===== src/rtl/bus_pkg.sv =====
// Shared types for the CPU bus responder: target encoding, FSM states and the
// priority encoder that turns decoder enables into one latched target.
package bus_pkg;

  typedef enum logic [2:0] {
    TGT_RAM    = 3'd0,
    TGT_VDP    = 3'd1,
    TGT_STATUS = 3'd2,
    TGT_DSP    = 3'd3,
    TGT_PAD    = 3'd4,
    TGT_FLASH  = 3'd5
  } tgt_e;

  typedef enum logic [1:0] {
    StIdle  = 2'd0,
    StWait  = 2'd1,
    StFlash = 2'd2,
    StAck   = 2'd3
  } state_e;

  localparam logic [31:0] TIMEOUT_RDATA = 32'h0;

  // Flash wins over everything so a shadowed RAM window still reads flash.
  function automatic tgt_e sel_target(input logic flash, input logic ram, input logic vdp,
                                      input logic status, input logic dsp);
    if (flash)       return TGT_FLASH;
    else if (ram)    return TGT_RAM;
    else if (vdp)    return TGT_VDP;
    else if (status) return TGT_STATUS;
    else if (dsp)    return TGT_DSP;
    else             return TGT_PAD;
  endfunction

endpackage


===== src/rtl/cpu_bus_responder_if.sv =====
// CPU-side bus bundle between the decoder/target fabric and the responder.
interface cpu_bus_responder_if;
  logic        cpu_mem_valid;
  logic [3:0]  cpu_wstrb;
  logic        cpu_ram_en;
  logic        vdp_en;
  logic        status_en;
  logic        dsp_en;
  logic        pad_en;
  logic        flash_read_en;
  logic [31:0] cpu_ram_rdata;
  logic [31:0] vdp_rdata;
  logic [31:0] status_rdata;
  logic [31:0] dsp_rdata;
  logic [31:0] pad_rdata;
  logic [31:0] flash_rdata;
  logic        flash_read_ready;
  logic        cpu_mem_ready;
  logic [31:0] cpu_rdata;
  logic        bus_error;

  modport master (
    output cpu_mem_valid, cpu_wstrb, cpu_ram_en, vdp_en, status_en, dsp_en, pad_en,
           flash_read_en, cpu_ram_rdata, vdp_rdata, status_rdata, dsp_rdata, pad_rdata,
           flash_rdata, flash_read_ready,
    input  cpu_mem_ready, cpu_rdata, bus_error
  );

  modport slave (
    input  cpu_mem_valid, cpu_wstrb, cpu_ram_en, vdp_en, status_en, dsp_en, pad_en,
           flash_read_en, cpu_ram_rdata, vdp_rdata, status_rdata, dsp_rdata, pad_rdata,
           flash_rdata, flash_read_ready,
    output cpu_mem_ready, cpu_rdata, bus_error
  );
endinterface


===== src/rtl/bus_wait_counter.sv =====
// Loadable down-counter with a zero flag; holds at zero instead of wrapping.
module bus_wait_counter #(
  parameter int unsigned Width = 8
) (
  input  logic             clk,
  input  logic             reset,
  input  logic             i_load,
  input  logic [Width-1:0] i_load_val,
  input  logic             i_dec,
  output logic             o_zero
);

  logic [Width-1:0] r_count;

  always_ff @(posedge clk or posedge reset) begin
    if (reset) begin
      r_count <= '0;
    end else if (i_load) begin
      r_count <= i_load_val;
    end else if (i_dec && (r_count != '0)) begin
      r_count <= r_count - Width'(1);
    end
  end

  assign o_zero = (r_count == '0);

endmodule


===== src/rtl/cpu_bus_responder.sv =====
// Sequences cpu_mem_ready for the decoded target (fixed wait states or flash
// handshake), returns registered read data and force-terminates hung accesses.
module cpu_bus_responder
  import bus_pkg::*;
#(
  parameter int unsigned RAM_WAIT    = 0,
  parameter int unsigned VDP_WAIT    = 1,
  parameter int unsigned STATUS_WAIT = 0,
  parameter int unsigned DSP_WAIT    = 1,
  parameter int unsigned PAD_WAIT    = 0,
  parameter int unsigned TIMEOUT     = 255
) (
  input logic                 clk,
  input logic                 reset,
  cpu_bus_responder_if.slave  bus
);

  localparam logic [7:0] TimeoutCnt = 8'(TIMEOUT);

  state_e      r_state, w_state_d;
  tgt_e        r_tgt, w_tgt_d, w_sel_tgt;
  logic        r_is_write, w_is_write_d;
  logic [7:0]  r_to, w_to_d;
  logic [31:0] r_rdata, w_rdata_d, w_tgt_rdata;
  logic        r_ready, w_ready_d;
  logic        r_err, w_err_d;
  logic        w_any_en;
  logic        w_wc_load, w_wc_dec, w_wc_zero;
  logic [7:0]  w_wc_load_val;

  function automatic logic [7:0] wait_for(input tgt_e t);
    unique case (t)
      TGT_RAM:    return 8'(RAM_WAIT);
      TGT_VDP:    return 8'(VDP_WAIT);
      TGT_STATUS: return 8'(STATUS_WAIT);
      TGT_DSP:    return 8'(DSP_WAIT);
      TGT_PAD:    return 8'(PAD_WAIT);
      default:    return 8'd0;
    endcase
  endfunction

  assign w_any_en = bus.flash_read_en | bus.cpu_ram_en | bus.vdp_en | bus.status_en |
                    bus.dsp_en | bus.pad_en;
  assign w_sel_tgt = sel_target(bus.flash_read_en, bus.cpu_ram_en, bus.vdp_en,
                                bus.status_en, bus.dsp_en);
  assign w_wc_load_val = wait_for(w_sel_tgt);

  always_comb begin
    w_tgt_rdata = '0;
    unique case (r_tgt)
      TGT_RAM:    w_tgt_rdata = bus.cpu_ram_rdata;
      TGT_VDP:    w_tgt_rdata = bus.vdp_rdata;
      TGT_STATUS: w_tgt_rdata = bus.status_rdata;
      TGT_DSP:    w_tgt_rdata = bus.dsp_rdata;
      TGT_PAD:    w_tgt_rdata = bus.pad_rdata;
      TGT_FLASH:  w_tgt_rdata = bus.flash_rdata;
      default:    w_tgt_rdata = '0;
    endcase
  end

  bus_wait_counter #(
    .Width (8)
  ) u_wait_counter (
    .clk        (clk),
    .reset      (reset),
    .i_load     (w_wc_load),
    .i_load_val (w_wc_load_val),
    .i_dec      (w_wc_dec),
    .o_zero     (w_wc_zero)
  );

  always_comb begin
    w_state_d    = r_state;
    w_tgt_d      = r_tgt;
    w_is_write_d = r_is_write;
    w_to_d       = r_to;
    w_rdata_d    = r_rdata;
    w_ready_d    = 1'b0;
    w_err_d      = 1'b0;
    w_wc_load    = 1'b0;
    w_wc_dec     = 1'b0;

    unique case (r_state)
      StIdle: begin
        if (bus.cpu_mem_valid && w_any_en) begin
          w_tgt_d      = w_sel_tgt;
          w_is_write_d = (bus.cpu_wstrb != 4'h0);
          w_to_d       = 8'd0;
          w_wc_load    = 1'b1;
          w_state_d    = (w_sel_tgt == TGT_FLASH) ? StFlash : StWait;
        end else if (bus.cpu_mem_valid) begin
          // Unmapped: nobody will answer, so count toward a forced completion.
          if (r_to == TimeoutCnt) begin
            w_state_d = StAck;
            w_rdata_d = TIMEOUT_RDATA;
            w_ready_d = 1'b1;
            w_err_d   = 1'b1;
            w_to_d    = 8'd0;
          end else begin
            w_to_d = r_to + 8'd1;
          end
        end else begin
          w_to_d = 8'd0;
        end
      end
      StWait: begin
        if (!bus.cpu_mem_valid) begin
          w_state_d = StIdle;
        end else if (w_wc_zero) begin
          if (!r_is_write) w_rdata_d = w_tgt_rdata;
          w_state_d = StAck;
          w_ready_d = 1'b1;
        end else begin
          w_wc_dec = 1'b1;
        end
      end
      StFlash: begin
        if (!bus.cpu_mem_valid) begin
          w_state_d = StIdle;
          w_to_d    = 8'd0;
        end else if (bus.flash_read_ready) begin
          if (!r_is_write) w_rdata_d = bus.flash_rdata;
          w_state_d = StAck;
          w_ready_d = 1'b1;
        end else if (r_to == TimeoutCnt) begin
          w_state_d = StAck;
          w_rdata_d = TIMEOUT_RDATA;
          w_ready_d = 1'b1;
          w_err_d   = 1'b1;
          w_to_d    = 8'd0;
        end else begin
          w_to_d = r_to + 8'd1;
        end
      end
      StAck: begin
        // Decoder still shows the completing access here, so enables are ignored.
        w_state_d = StIdle;
        w_to_d    = 8'd0;
      end
      default: begin
        w_state_d = StIdle;
      end
    endcase
  end

  always_ff @(posedge clk or posedge reset) begin
    if (reset) begin
      r_state    <= StIdle;
      r_tgt      <= TGT_RAM;
      r_is_write <= 1'b0;
      r_to       <= 8'd0;
      r_rdata    <= '0;
      r_ready    <= 1'b0;
      r_err      <= 1'b0;
    end else begin
      r_state    <= w_state_d;
      r_tgt      <= w_tgt_d;
      r_is_write <= w_is_write_d;
      r_to       <= w_to_d;
      r_rdata    <= w_rdata_d;
      r_ready    <= w_ready_d;
      r_err      <= w_err_d;
    end
  end

  assign bus.cpu_mem_ready = r_ready;
  assign bus.cpu_rdata     = r_rdata;
  assign bus.bus_error     = r_err;

endmodule


===== src/flat_wrapper.sv =====
// flat-port wrapper written by rule: the top's interface ports become plain ports
module cpu_bus_responder_flat import bus_pkg::*;
#(
  parameter int unsigned RAM_WAIT    = 0,
  parameter int unsigned VDP_WAIT    = 1,
  parameter int unsigned STATUS_WAIT = 0,
  parameter int unsigned DSP_WAIT    = 1,
  parameter int unsigned PAD_WAIT    = 0,
  parameter int unsigned TIMEOUT     = 255
)
  (clk, reset, bus_cpu_mem_valid, bus_cpu_wstrb, bus_cpu_ram_en, bus_vdp_en, bus_status_en, bus_dsp_en, bus_pad_en, bus_flash_read_en, bus_cpu_ram_rdata, bus_vdp_rdata, bus_status_rdata, bus_dsp_rdata, bus_pad_rdata, bus_flash_rdata, bus_flash_read_ready, bus_cpu_mem_ready, bus_cpu_rdata, bus_bus_error);
  cpu_bus_responder_if bus_i ();
  input logic clk;
  input logic reset;
  input wire logic [$bits(bus_i.cpu_mem_valid)-1:0] bus_cpu_mem_valid;
  input wire logic [$bits(bus_i.cpu_wstrb)-1:0] bus_cpu_wstrb;
  input wire logic [$bits(bus_i.cpu_ram_en)-1:0] bus_cpu_ram_en;
  input wire logic [$bits(bus_i.vdp_en)-1:0] bus_vdp_en;
  input wire logic [$bits(bus_i.status_en)-1:0] bus_status_en;
  input wire logic [$bits(bus_i.dsp_en)-1:0] bus_dsp_en;
  input wire logic [$bits(bus_i.pad_en)-1:0] bus_pad_en;
  input wire logic [$bits(bus_i.flash_read_en)-1:0] bus_flash_read_en;
  input wire logic [$bits(bus_i.cpu_ram_rdata)-1:0] bus_cpu_ram_rdata;
  input wire logic [$bits(bus_i.vdp_rdata)-1:0] bus_vdp_rdata;
  input wire logic [$bits(bus_i.status_rdata)-1:0] bus_status_rdata;
  input wire logic [$bits(bus_i.dsp_rdata)-1:0] bus_dsp_rdata;
  input wire logic [$bits(bus_i.pad_rdata)-1:0] bus_pad_rdata;
  input wire logic [$bits(bus_i.flash_rdata)-1:0] bus_flash_rdata;
  input wire logic [$bits(bus_i.flash_read_ready)-1:0] bus_flash_read_ready;
  output wire logic [$bits(bus_i.cpu_mem_ready)-1:0] bus_cpu_mem_ready;
  output wire logic [$bits(bus_i.cpu_rdata)-1:0] bus_cpu_rdata;
  output wire logic [$bits(bus_i.bus_error)-1:0] bus_bus_error;
  assign bus_i.cpu_mem_valid = bus_cpu_mem_valid;
  assign bus_i.cpu_wstrb = bus_cpu_wstrb;
  assign bus_i.cpu_ram_en = bus_cpu_ram_en;
  assign bus_i.vdp_en = bus_vdp_en;
  assign bus_i.status_en = bus_status_en;
  assign bus_i.dsp_en = bus_dsp_en;
  assign bus_i.pad_en = bus_pad_en;
  assign bus_i.flash_read_en = bus_flash_read_en;
  assign bus_i.cpu_ram_rdata = bus_cpu_ram_rdata;
  assign bus_i.vdp_rdata = bus_vdp_rdata;
  assign bus_i.status_rdata = bus_status_rdata;
  assign bus_i.dsp_rdata = bus_dsp_rdata;
  assign bus_i.pad_rdata = bus_pad_rdata;
  assign bus_i.flash_rdata = bus_flash_rdata;
  assign bus_i.flash_read_ready = bus_flash_read_ready;
  assign bus_cpu_mem_ready = bus_i.cpu_mem_ready;
  assign bus_cpu_rdata = bus_i.cpu_rdata;
  assign bus_bus_error = bus_i.bus_error;
  cpu_bus_responder #(.RAM_WAIT(RAM_WAIT), .VDP_WAIT(VDP_WAIT), .STATUS_WAIT(STATUS_WAIT), .DSP_WAIT(DSP_WAIT), .PAD_WAIT(PAD_WAIT), .TIMEOUT(TIMEOUT)) u_core (.clk(clk), .reset(reset), .bus(bus_i));
endmodule

===== config.mk =====
export PLATFORM = sky130hd
export DESIGN_NAME = cpu_bus_responder_flat
export DESIGN_NICKNAME = d
export VERILOG_FILES = /design/src/rtl/bus_pkg.sv /design/src/rtl/cpu_bus_responder_if.sv /design/src/rtl/bus_wait_counter.sv /design/src/rtl/cpu_bus_responder.sv /design/src/flat_wrapper.sv
export SDC_FILE = /design/constraint.sdc
export NUM_CORES = 1
export LEC_CHECK = 0
export CAP_MARGIN = 20
export CORE_MARGIN = 2
export CORE_UTILIZATION = 42
export DETAILED_ROUTE_END_ITERATION = 6
export PLACE_DENSITY = 0.87
export SETUP_SLACK_MARGIN = 0.02
export SYNTH_ARGS = -nofsm -noshare
export SYNTH_HDL_FRONTEND = slang
export SYNTH_SLANG_ARGS = --single-unit

===== constraint.sdc =====
create_clock -name clk -period 4.94 [get_ports clk]
set_input_delay 0.741 -clock clk [delete_from_list [all_inputs] [get_ports clk]]
set_output_delay 0.741 -clock clk [all_outputs]
set_load 0.02 [all_outputs]

Word-level counts from Yosys, hierarchy flattened
Cells that the tools add are included.

Register bits: 56. Input port bits: 206. Logic and storage cells: 102.

Muxes and demuxes: 50. Eq/ne operators: 22. Reductions and logical operators: 15. $add $sub $neg: 2. Bitwise gates (word level): 5.

Operators with widths (count): $mux W32 (9); $pmux W32 S6 (1); $pmux W32 S3 (1); $mux W8 (7); $pmux W8 S3 (1); $mux W2 (8); $mux W1 (15); $mux W3 (5); $ne A2 B2 Y1 const B (6); $eq A3 B2 Y1 const B (3); $eq A3 B3 Y1 const B (3); $ne A3 B3 Y1 const B (3); $add A8 B1 Y8 const B (1); $eq A8 B8 Y1 const B (1); $logic_not A8 Y1 (1); $pmux W2 S4 (1); $reduce_and A8 Y1 (1); $reduce_bool A8 Y1 (1); $sub A8 B1 Y8 const B (1); $eq A3 B1 Y1 const B (2); $reduce_and A2 Y1 (3); $reduce_bool A3 Y1 (2); $or A1 B1 Y1 (5); $eq A2 B2 Y1 const B (2); other kinds (10) (11).

Longest topological paths before layout
Word-level depth: 9. Gate-level depth with buffers: 8. Depth with buffers taken out: 6.

Cells and area by module
Synthesis repeated with hierarchy kept, for this count alone.

Cells, all modules: 421. Area total of the unflattened synthesis: 4152.7 um2.

Modules (own cells, without submodules): cpu_bus_responder (area an instance 3657.3 um2, times used 1, cells an instance 368, seq. area each 1201.2 um2); bus_wait_counter (area an instance 495.5 um2, times used 1, cells an instance 53, seq. area each 200.2 um2).

Least setup slack after synthesis
Ideal clock, no wire load.

Path kind: in2reg. Start point: in bus_cpu_mem_valid. End point: reg u_core.r_rdata[0] (netlist: u_core.bus.cpu_rdata[0]). Required time: 4802 ps. Library setup time: 138 ps. Path buffers: 2. Arrival: 2474 ps. Stages on the path: 6. Path slack: 2328 ps. Cells stage by stage: buf_2 > or4bb_1 > or4_4 > a211oi_4 > buf_6 > o22ai_1.

Word-level cells in the longest chain between the ends: 3. Elaborated cells on any way between the ends: 6. Classes of those cells: eq/ne: 4; reduce/logical: 2.

Ends and longest elaborated chain: from (decl) (line flat_wrapper.sv:15) `input wire logic [$bits(bus_i.cpu_mem_valid)-1:0] bus_cpu_mem_valid;`; $logic_and A1 B1 Y1 (line cpu_bus_responder.sv:85) `if (bus.cpu_mem_valid && w_any_en) begin`; $ne A2 B2 Y1 (no line); $reduce_and A8 Y1 (no line) (*); to (signal assigned) (line cpu_bus_responder.sv:160) `r_rdata <= w_rdata_d;`; to (decl) (line cpu_bus_responder.sv:24) `logic [31:0] r_rdata, w_rdata_d, w_tgt_rdata;`.

Every way passes the cells marked *; elsewhere a longest branch is shown, timed or not. A chain may end at the register's enable or synchronous reset.

Worst setup path after layout
Start point: in bus_cpu_ram_en. End point: reg u_core.r_rdata[2] (netlist: u_core.bus.cpu_rdata[2]).

Word-level cells in the longest chain between the ends: 8.

Ends and longest elaborated chain: from (decl) (line flat_wrapper.sv:17) `input wire logic [$bits(bus_i.cpu_ram_en)-1:0] bus_cpu_ram_en;`; $or A1 B1 Y1 (4 in a row) (line cpu_bus_responder.sv:42) `assign w_any_en = bus.flash_read_en | bus.cpu_ram_en | bus.vdp_en | bus.status_en |`; $or A1 B1 Y1 (line cpu_bus_responder.sv:43) `bus.dsp_en | bus.pad_en;`; $logic_and A1 B1 Y1 (line cpu_bus_responder.sv:85); $ne A2 B2 Y1 (no line); $reduce_and A8 Y1 (no line).

Every way passes these cells.

==> flow_summary_export.csv <==
group,metric,value,unit
logic_synthesis,seq_area_frac_synth,33.3,%
logic_synthesis,synth-adder-area-share,2.68,%
detailed_routing,ant_nets,0,
sta,rsz0062_at_grt,"no",
outcome,status,"completed",
placed_design,io_buffers,239,
logic_synthesis,synth-xor-area-share,0.625,%
finish,n_antenna_cell,0,
finish,area_delta_synth_final,60.0,%
sta,hold_viol,0,
global_route,grt_pass1_vias,4757,
floorplan,start_util,43.2,%
pwr,total_power,2550,uW
sta,final.setup.tns,0,ns
detailed_routing,vias,4777,
logic_synthesis,synthArstFlopShare,100,%
logic_synthesis,syn-mean-instance-area,9.45,um^2
pwr,peakVddDrop,187,uV
sta,clock.fmax,0.290,GHz
detailed_routing,avgRoutedWirePerCell,20.1,um
logic_synthesis,synth-simple-area-share,9.73,%
worst_hold_path,hold_class,"reg -> reg",
clock_network,h-tree-depth,2,
pwr,p_leak,0.00264,uW
logic_synthesis,synth_cell_types,54,
placed_design,gp_congestion,0.886,
detailed_routing,firstDrtPassIters,7,
clock_network,cts_resized,0,
floorplan,rows,36,
placed_design,dpl_worst_slack,1.20,ns
detailed_routing,drcViolationCount,0,
finish,stdcell_count,788,
critical_path,critical_path_class,"in -> reg",
logic_synthesis,syn_inst,445,
critical_path,path_cells,"clkdlybuf4s50_1 -> or4_1 -> o311a_1 -> a211oi_4 -> buf_4 -> o22ai_1",
global_route,gr-usage-all-layers,28.3,%
clock_network,postCtsSetupBuffers,0,
sta,fin_crit_sh,69.7,%
detailed_routing,initialDrtViolationCount,502,
clock_network,clk_pin_slew,0.09,ns
critical_path,path_max_fanout,19,
finish,final_cell_mix,"clkdlybuf4s50_1, a22o_1, dfrtp_1, inv_1, mux2_2",
critical_path,cp.arrival,3.61,ns
logic_synthesis,synth-edff-count,0,
logic_synthesis,synth-seq-cells,56,
placed_design,place_inst,780,
global_route,grt_first_pass_wirelength,24.8,mm
critical_path,cp-start-kind,"input port",
floorplan,die_w,104,um
global_route,grt_antenna_before_repair,0,
critical_path,critPathSlowestCell,"a211oi_4",
clock_network,root_buffer,"clkbuf_8",
logic_synthesis,synth_top_family_by_area,"compound AO/OA/AOI/OAI gates",
critical_path,ff2ff_setup_slack,1.98,ns
critical_path,endpoint_kind,"flop",
finish,seq_area,1400,um^2
finish,final_nets,869,
finish,nFillCells,787,
clock_network,clkLatencyLatePin,0.31,ns
logic_synthesis,synth-warning-count,0,
critical_path,slowest_delay,0.70,ns
clock_network,cts_buffers,5,
finish,drive_gt1_share,10.5,%
logic_synthesis,synth_compound_area_share,35.9,%
floorplan,dieArea,10800,um^2
logic_synthesis,syn-cell-area,4210,um^2
sta,period_needed,3.45,ns
sta,finalMaxSlewViolations,0,
finish,final_common_cell,"clkdlybuf4s50_1",
sta,setup_ws,1.49,ns
logic_synthesis,ys.flop_type,"dfrtp_1",
sta,setup_violations,0,
placed_design,dp_hpwl,11.9,mm
clock_network,clock_path_buffers,2,
detailed_routing,viasPerCell,6.06,
logic_synthesis,muxShareOfSynthArea,8.83,%
clock_network,ctsHoldBuffers,0,
finish,multiInputGateArea,2440,um^2
global_route,grt_max_degree,57,
sta,max_slew.worst_pin.slew,0.896,ns
floorplan,core,9730,um^2
global_route,overflow,0,
detailed_routing,drt-total-wl,15.8,mm
logic_synthesis,syn_nets,660,
clock_network,cts_tree,"yes",
critical_path,required,5.11,ns
sta,fin_worst_skew,0.00829,ns
pwr,p_per_area,379,nW/um^2
floorplan,io_pins,240,
sta,slew-limit-headroom,40.3,%
clock_network,clock_sinks,56,
sta,whs,0.546,ns
job,drv_cap,0,
floorplan,die_y,104,um
## state kept, by name, summed over array words and instances (netlist names)
register,cells
u_core.bus.bus_error,1
u_core.bus.cpu_mem_ready,1
u_core.bus.cpu_rdata,32
u_core.r_is_write,1
u_core.r_state,2
u_core.r_tgt,3
u_core.r_to,8
u_core.u_wait_counter.r_count,8
## area by class of cell
cell class / instances / area share [%]
repair buffers: 249 / 36.7
inverters: 40 / 2.23
clock buffers: 8 / 1.49
well taps: 133 / 2.47
multi-input cells: 302 / 36.3
flip-flops and latches: 56 / 20.8
## kinds of logic (layout without fill, tap and decap cells)
logic type / Yosys count / in the layout
compound gates: 182 / 182
buf+inv: 87 / 297
simple gates: 75 / 75
flops: 56 / 56
mux: 33 / 33
fa+ha+maj: 9 / 9
xor+xnor: 3 / 3
## Yosys cell counts, drive strengths merged, types with 2 or more instances
library cell	n	share of area [%]
a32oi	2	0.42
o22ai	33	5.5
o31a	2	0.45
a22o	69	14
o21ai	7	0.83
o31ai	4	0.71
nand2	10	0.89
o41ai	3	0.62
a211oi	3	0.83
clkbuf	39	3.5
a222oi	32	7.6
nand3	6	0.71
xor2	2	0.42
nand2b	5	0.74
nor4	4	0.59
nor2b	7	1.0
or4	6	1.2
nor2	20	1.8
mux2	33	8.8
o211ai	2	0.36
and3	3	0.45
inv	40	3.6
a31oi	2	0.30
buf	8	1.8
and2	2	0.30
ha	9	2.7
nor3	5	0.59
a21oi	12	1.4
dfrtp	56	33
## metal layers
metal	global-route usage (%)	routed length, um	vias up
met5	0	0	-
met4	8.40	310	0
met3	5.95	1450	33
met2	50.2	7980	287
met1	34.5	6100	2277
li1	-	-	2180
## power by group
part	switching (uW)	total (uW)	internal (uW)	leakage (uW)
sequential	123	688	565	0.000749
combinational	822	1580	763	0.00184
clock	149	277	129	0.0000515
## through the flow
step	cell area, um^2	utilization [%]
2_1_floorplan	4210	-
3_3_place_gp	6630	68.1
3_5_place_dp	6630	68.1
4_1_cts	6730	69.2
5_1_grt	6730	69.2
6_report	6730	69.2
## final timing paths
kind                       cells past startpoint                        startpoint                       end
hold / removal                                 2          u_core.bus.cpu_rdata[30]  u_core.bus.cpu_rdata[30]
max in group asynchronous                      3                             reset           u_core.r_tgt[1]
setup / recovery                               6                    bus_cpu_ram_en   u_core.bus.cpu_rdata[2]
setup reg to reg                               5  u_core.u_wait_counter.r_count[4]   u_core.bus.cpu_rdata[2]
hold reg to reg                                2          u_core.bus.cpu_rdata[30]  u_core.bus.cpu_rdata[30]
min in group asynchronous                      3                             reset            u_core.r_to[2]
## worst max-delay path: cells and delay by family
kind / cells / cell delay (ns)
AOI/OAI and AO/OA: 3 / 1.40
buffers and inverters: 2 / 0.81
and+or+nand+nor: 1 / 0.64
No activity file was read; power rests on OpenSTA's default activity.
